File: src/rtl/serial_adder_ctrl_pkg.sv
// Shared definitions for the bit-serial adder: controller state encoding and default width.
package serial_adder_ctrl_pkg;

  localparam int DEFAULT_WIDTH = 8;

  // 2'd3 is never entered on purpose; the controller treats it like IDLE
  localparam logic [1:0] ST_IDLE = 2'd0;
  localparam logic [1:0] ST_RUN  = 2'd1;
  localparam logic [1:0] ST_DONE = 2'd2;

endpackage

File: src/rtl/serial_adder_ctrl_full_adder_cell.sv
// Single-bit full adder, purely combinational; the serial controller reuses it once per bit.
module full_adder_cell (
  input  logic a,
  input  logic b,
  input  logic cin,
  output logic s,
  output logic cout
);

  logic prop;

  assign prop = a ^ b;
  assign s    = prop ^ cin;
  assign cout = (a & b) | (cin & prop);

endmodule

File: src/rtl/serial_adder_ctrl.sv
// Bit-serial WIDTH-bit adder controller: one full-adder cell, LSB first, one bit per clock.
// Operands are latched on an accepted start; results stay stable until the next DONE.
module serial_adder_ctrl
  import serial_adder_ctrl_pkg::*;
#(
  parameter int WIDTH = DEFAULT_WIDTH
) (
  input  logic             clk,
  input  logic             reset,
  input  logic             start,
  input  logic [WIDTH-1:0] a,
  input  logic [WIDTH-1:0] b,
  input  logic             carryin,
  output logic             busy,
  output logic             done,
  output logic [WIDTH-1:0] sum,
  output logic             carryout,
  output logic             overflow
);

  localparam int CNT_W = $clog2(WIDTH + 1);

  logic [1:0]       state, state_nxt;
  logic [WIDTH-1:0] a_sr, b_sr, sum_sr;
  logic             c;
  logic [CNT_W-1:0] cnt;
  logic             cell_s, cell_cout;
  logic             last_bit;
  logic [WIDTH-1:0] sum_final;

  full_adder_cell u_cell (
    .a    (a_sr[0]),
    .b    (b_sr[0]),
    .cin  (c),
    .s    (cell_s),
    .cout (cell_cout)
  );

  assign last_bit  = (cnt == CNT_W'(WIDTH - 1));
  assign sum_final = {cell_s, sum_sr[WIDTH-1:1]};

  always_ff @(posedge clk) begin
    if (reset) state <= ST_IDLE;
    else       state <= state_nxt;
  end

  // IDLE, DONE and the unused encoding all accept a new start
  always_comb begin
    state_nxt = ST_IDLE;
    case (state)
      ST_RUN:  state_nxt = last_bit ? ST_DONE : ST_RUN;
      default: state_nxt = start ? ST_RUN : ST_IDLE;
    endcase
  end

  always_comb begin
    busy = (state == ST_RUN);
    done = (state == ST_DONE);
  end

  // Datapath: load on accepted start, shift one bit per RUN cycle
  always_ff @(posedge clk) begin
    if (reset) begin
      a_sr     <= '0;
      b_sr     <= '0;
      sum_sr   <= '0;
      c        <= 1'b0;
      cnt      <= '0;
      sum      <= '0;
      carryout <= 1'b0;
      overflow <= 1'b0;
    end else if (state != ST_RUN) begin
      if (start) begin
        a_sr   <= a;
        b_sr   <= b;
        c      <= carryin;
        cnt    <= '0;
        sum_sr <= '0;
      end
    end else begin
      sum_sr <= sum_final;
      a_sr   <= a_sr >> 1;
      b_sr   <= b_sr >> 1;
      c      <= cell_cout;
      cnt    <= cnt + 1'b1;
      // Result registers load on the MSB cycle so they are valid throughout DONE
      if (last_bit) begin
        sum      <= sum_final;
        carryout <= cell_cout;
        overflow <= c ^ cell_cout;
      end
    end
  end

endmodule
File: config.mk
export PLATFORM = sky130hd
export DESIGN_NAME = serial_adder_ctrl
export DESIGN_NICKNAME = d
export VERILOG_FILES = /design/src/rtl/serial_adder_ctrl_pkg.sv /design/src/rtl/serial_adder_ctrl_full_adder_cell.sv /design/src/rtl/serial_adder_ctrl.sv
export SDC_FILE = /design/constraint.sdc
export NUM_CORES = 1
export LEC_CHECK = 0
export BUFFER_PORTS_ARGS = -buffer_cell sky130_fd_sc_hd__buf_2
export CAP_MARGIN = 40
export CORE_ASPECT_RATIO = 1.1
export CORE_MARGIN = 2
export CORE_UTILIZATION = 58
export DETAILED_ROUTE_END_ITERATION = 10
export GPL_TIMING_DRIVEN = 0
export PLACE_DENSITY = 0.83
export SYNTH_ARGS = -nofsm -noshare
export SYNTH_HDL_FRONTEND = slang
export SYNTH_SLANG_ARGS = --single-unit
File: constraint.sdc
create_clock -name clk -period 3.2 [get_ports clk]
set_clock_uncertainty 0.15 [all_clocks]
set_input_delay 0.32 -clock clk [delete_from_list [all_inputs] [get_ports clk]]
set_output_delay 0.32 -clock clk [all_outputs]
set_load 0.01 [all_outputs]
# After elaboration in Yosys (flattened, before gate mapping)
# Index checks and enable logic that the tools add are counted.
[word_totals]
regBits = 41
in_bits = 20
output_inout_bits = 12
elab_cells = 39
[classes]
add_sub_neg = 1
eq_ne = 5
muxes = 13
bitwise_logic = 7
n_reduce_logical = 2
[ops]
columns = ["operator", "count"]
rows = [
  ["$mux 7", 4],
  ["$mux 8", 2],
  ["$mux 4", 2],
  ["$add 4x1->4 const B", 1],
  ["$eq 4x3->1 const B", 1],
  ["$mux 2", 2],
  ["$mux 1", 3],
  ["$xor 1x1->1", 3],
  ["$and 1x1->1", 2],
  ["$eq 2x1->1 const B", 1],
  ["$eq 2x2->1 const B", 1],
  ["$ne 2x1->1 const B", 1],
  ["$ne 2x2->1 const B", 1],
  ["$reduce_and 2->1", 1],
  ["$reduce_or 2->1", 1],
  ["$not 1->1", 1],
  ["$or 1x1->1", 1],
]

# Depth between registers and ports, before layout
[logic_depth]
ltp_word = 4
depth_mapped = 6
mapped_depth_nobuf = 4

# Modules after synthesis
# From an unflattened synthesis, not the netlist that was laid out.
[unflattened]
hier_cells = 158
area_unflattened_um2 = 1649.1
[by_module_without_submodules]
columns = ["mod", "n_inst", "cells_per_inst", "area_each_um2", "seq_area_each_um2"]
rows = [
  ["serial_adder_ctrl", 1, 157, 1629.1, 800.8],
  ["full_adder_cell", 1, 1, 20.0, 0.0],
]

# Worst setup path after synthesis
# Ideal clock, no wire load.
[synth_path]
path_kind = "flip-flop to flip-flop"
from = "register c"
to = "register overflow"
setup_time_ns = 0.117
arrival_ns = 1.116
required_time_ns = 2.933
slack_ns = 1.817
path_stages_with_launch = 4
n_path_buf = 0
period_less_slack_ns = 1.383
path_cell_list = "dfxtp_1 -> fa_1 -> xor2_1 -> a22o_1"
[synth_between]
elab_chain_cells = 3
[synth_lines]
columns = ["item", "line", "rtl"]
rows = [
  ["start: declaration", "serial_adder_ctrl.sv:25", "logic c;"],
  ["start signal: assignment", "serial_adder_ctrl.sv:76", "c <= carryin;"],
  ["start signal: assignment", "serial_adder_ctrl.sv:84", "c <= cell_cout;"],
  ["$and 1x1->1", "serial_adder_ctrl_full_adder_cell.sv:14", "assign cout = (a & b) | (cin & prop);"],
  ["$or 1x1->1", "serial_adder_ctrl_full_adder_cell.sv:14", ""],
  ["net cell_cout", "serial_adder_ctrl.sv:27", "logic cell_s, cell_cout;"],
  ["$xor 1x1->1", "serial_adder_ctrl.sv:90", "overflow <= c ^ cell_cout;"],
  ["end signal: assignment", "serial_adder_ctrl.sv:90", ""],
  ["end: declaration", "serial_adder_ctrl.sv:18", "output logic overflow"],
]
# The timed path passes the listed nets, and every way through them passes these cells.
# A chain may end at the register's enable or synchronous reset.

# Final worst setup path
[layout_path]
from = "register state[1]"
to = "output port busy"
[layout_between]
elab_chain_cells = 1
[layout_lines]
columns = ["item", "line", "rtl"]
rows = [
  ["start: declaration", "serial_adder_ctrl.sv:23", "logic [1:0] state, state_nxt;"],
  ["start signal: assignment", "serial_adder_ctrl.sv:44", "else state <= state_nxt;"],
  ["$eq 2x1->1", "serial_adder_ctrl.sv:57", "busy = (state == ST_RUN);"],
  ["end: declaration", "serial_adder_ctrl.sv:14", "output logic busy,"],
]
# No other way between the ends.

==> results.toml <==
[drt]
drt-initial-drc-count = 29
vias_per_cell = 5.696
vias = 1310
routedWlPerCell_um = 14.63
ant_nets = 0
drc = 0
first_pass_iters = 4
routed_wl_um = 3364

[die]
dieHeight_um = 60.37
io_pins = 32
die_w_um = 55.25
std_cell_rows = 20
die_area_um2 = 3335
core_area_um2 = 2753
start_util = 0.6086

[synth]
synth_top_family_by_area = "compound AO/OA/AOI/OAI gates"
netlist.area_leader.share = 0.4780
yosys.area.top_type = "dfxtp_1"
synth_cell_types = 29
synth_cells = 159
synth.net_count = 181
ys_seq_area_frac = 0.4780
synth_fa_ha_area_frac = 0.01942
synthSimpleGateAreaFrac = 0.1426
synth-compound-area-share = 0.1815
synthMuxAreaShare = 0.1105
synth_area_leaders = "dfxtp_1 48%, mux2i_1 10%, a211oi_1 6.7%"
ys_warn_count = 0
synth-seq-cells = 40
synth-xor-area-share = 0.005228
syn_area_per_cell_um2 = 10.54
syn_area_um2 = 1675

[final_layout]
nets = 218
diodes = 0
area_delta_synth_final_pct = 15.98
layout-drive-gt1-share = 0.2843
regArea_um2 = 800.8
multi_input_area_um2 = 769.5
final_cell_mix = "40 x dfxtp_1, 39 x buf_2, 17 x mux2i_1"
final_cells = 230
final_core_util = 0.7059
final_area_um2 = 1943
fillerInstances = 222
final_common_cell = "dfxtp_1"

[sta]
worst_pin_slew_ps = 333.1
finalMaxSlewViolations = 0
slew_headroom = 0.7779
fmax_mhz = 530.7
hold_violations = 0
setup_violations = 0
setup_tns_ps = 0
fin_crit_sh = 0.5888
rsz0062_at_grt = "no"
period_needed_ps = 1884

[global_route]
grt_util_met1 = 0.2436
use_met3 = 0.05544
grt_usage = 0.2188
grt_pass1_wl_um = 5554
grt_max_degree = 13
use_met2 = 0.3776
overflow = 0
top_usage_layer = "met2"
antenna_found_initial = 0
grt_pass1_vias = 1291

[placed_design]
placed_cell_area_um2 = 1867
place.gp.congestion = 0.7665
placed_cells = 222
dp_hpwl_um = 2444
numPortBuffers = 30

[pwr]
clock_power_share = 0.337
power.density_nw_per_um2 = 499.6
netSwitchingPower_mw = 0.2375
pwr-share-comb = 0.114
p_seq_frac = 0.549
power_mw = 0.9708
p_leak_nw = 0.8416
swShare = 0.2446
p_int_mw = 0.7333
ir_worst_vdd_mv = 0.4054

[flow_run]
maxCapViolations = 0

[clock_network]
htreeDepth = 2
postCtsHoldBufs = 0
cts_resized = 0
cts_root_buffer = "clkbuf_4"
cts_setup_buffers = 0
clock_latency_ps = 360
tritoncts = "built"
clk_pin_slew_ps = 120
cts_made_buffers = 5
cts.sinks = 40
cts_buffer_depth = 2

[critical_path]
crit_path_start_kind = "register"
crit_arrival_ps = 1410
cp-end-kind = "output port"
worst-setup-path-type = "reg -> out"
worstPathRequired_ps = 2730
cp_max_fo = 10

[run_status]
status = "finished, final reports clean"

[hold_path]
hold_path.class = "in -> reg"
[final timing paths]
kind,to,slack (ps),startpoint,cells after the start
max,busy,1320,state[1]$_SDFF_PP0_,5
min,b_sr[7]$_SDFFE_PP0P_,120,b[7],3
max reg2reg,sum[1]$_SDFFE_PP0P_,1680,cnt[0]$_SDFFE_PP0P_,5
min reg2reg,sum_sr[4]$_SDFFE_PP0P_,330,sum_sr[5]$_SDFFE_PP0P_,2
[layer usage]
layer  vias up  wire length [um]
met5         -                 0
met1       627              1421
li1        646                 -
met3         7               159
met4         0                65
met2        30              1717
[cells by family (layout without fill, tap and decap cells)]
kind of cell / count (synthesis) / in the layout
compound gates: 39 / 39
mux: 18 / 18
fa+ha+maj: 2 / 2
simple gates: 43 / 43
flops: 40 / 40
xor+xnor: 1 / 1
buf+inv: 16 / 54
[synthesized netlist by cell type]
cell type / number
a211oi_1: 15
a211oi_2: 1
a21oi_1: 10
a22o_1: 10
a31oi_1: 1
a41oi_4: 1
and2b_1: 1
buf_2: 9
buf_4: 1
buf_6: 3
clkbuf_1: 1
dfxtp_1: 40
fa_1: 1
ha_1: 1
inv_1: 1
inv_8: 1
mux2_4: 1
mux2i_1: 17
nand2_1: 9
nand2b_1: 1
nand2b_4: 1
nand3_1: 2
nand3b_1: 9
nor2_1: 15
nor3_1: 2
nor4_4: 1
o21a_1: 1
or3_1: 2
xor2_1: 1
[through the flow]
stage,setup WS (ps),hold WS [ps]
after CTS,1304,119.2
final,1316,119.3
after global placement,1728,305.5
after floorplan,1817,292.6
after global routing,1227,130.8
after detailed placement,1709,310.0
[power by group through the flow]
| stage | sequential (mW) | clock, mW | combinational, mW |
|---|---|---|---|
| after detailed placement | 0.544 | 0 | 0.110 |
| final | 0.533 | 0.327 | 0.110 |
| after floorplan | 0.540 | 0 | 0.0798 |
| after CTS | 0.533 | 0.332 | 0.111 |
| after global placement | 0.543 | 0 | 0.104 |
| after global routing | 0.536 | 0.352 | 0.122 |
[worst max-delay path: stages (launching register included)]
cell	delay (ps)
dfxtp_1	330
nand2b_4	140
buf_6	140
inv_8	80
buf_2	210
buf_2	170
[area by class of cell]
cell class / count / share of cell area
Multi-Input combinational cell: 103 / 0.3960
Timing Repair Buffer: 30 / 0.07727
Clock inverter: 2 / 0.01803
Tap cell: 33 / 0.02125
Buffer: 14 / 0.04636
Sequential cell: 40 / 0.4121
Clock buffer: 6 / 0.02125
Inverter: 2 / 0.007727
[flip-flops by register name (all words and copies together), names as in the netlist]
name and count:
carryout 1, b_sr 8, sum 8, cnt 4
sum_sr 7, state 2, overflow 1, c 1
a_sr 8
Power figures use the tool's default switching activity.
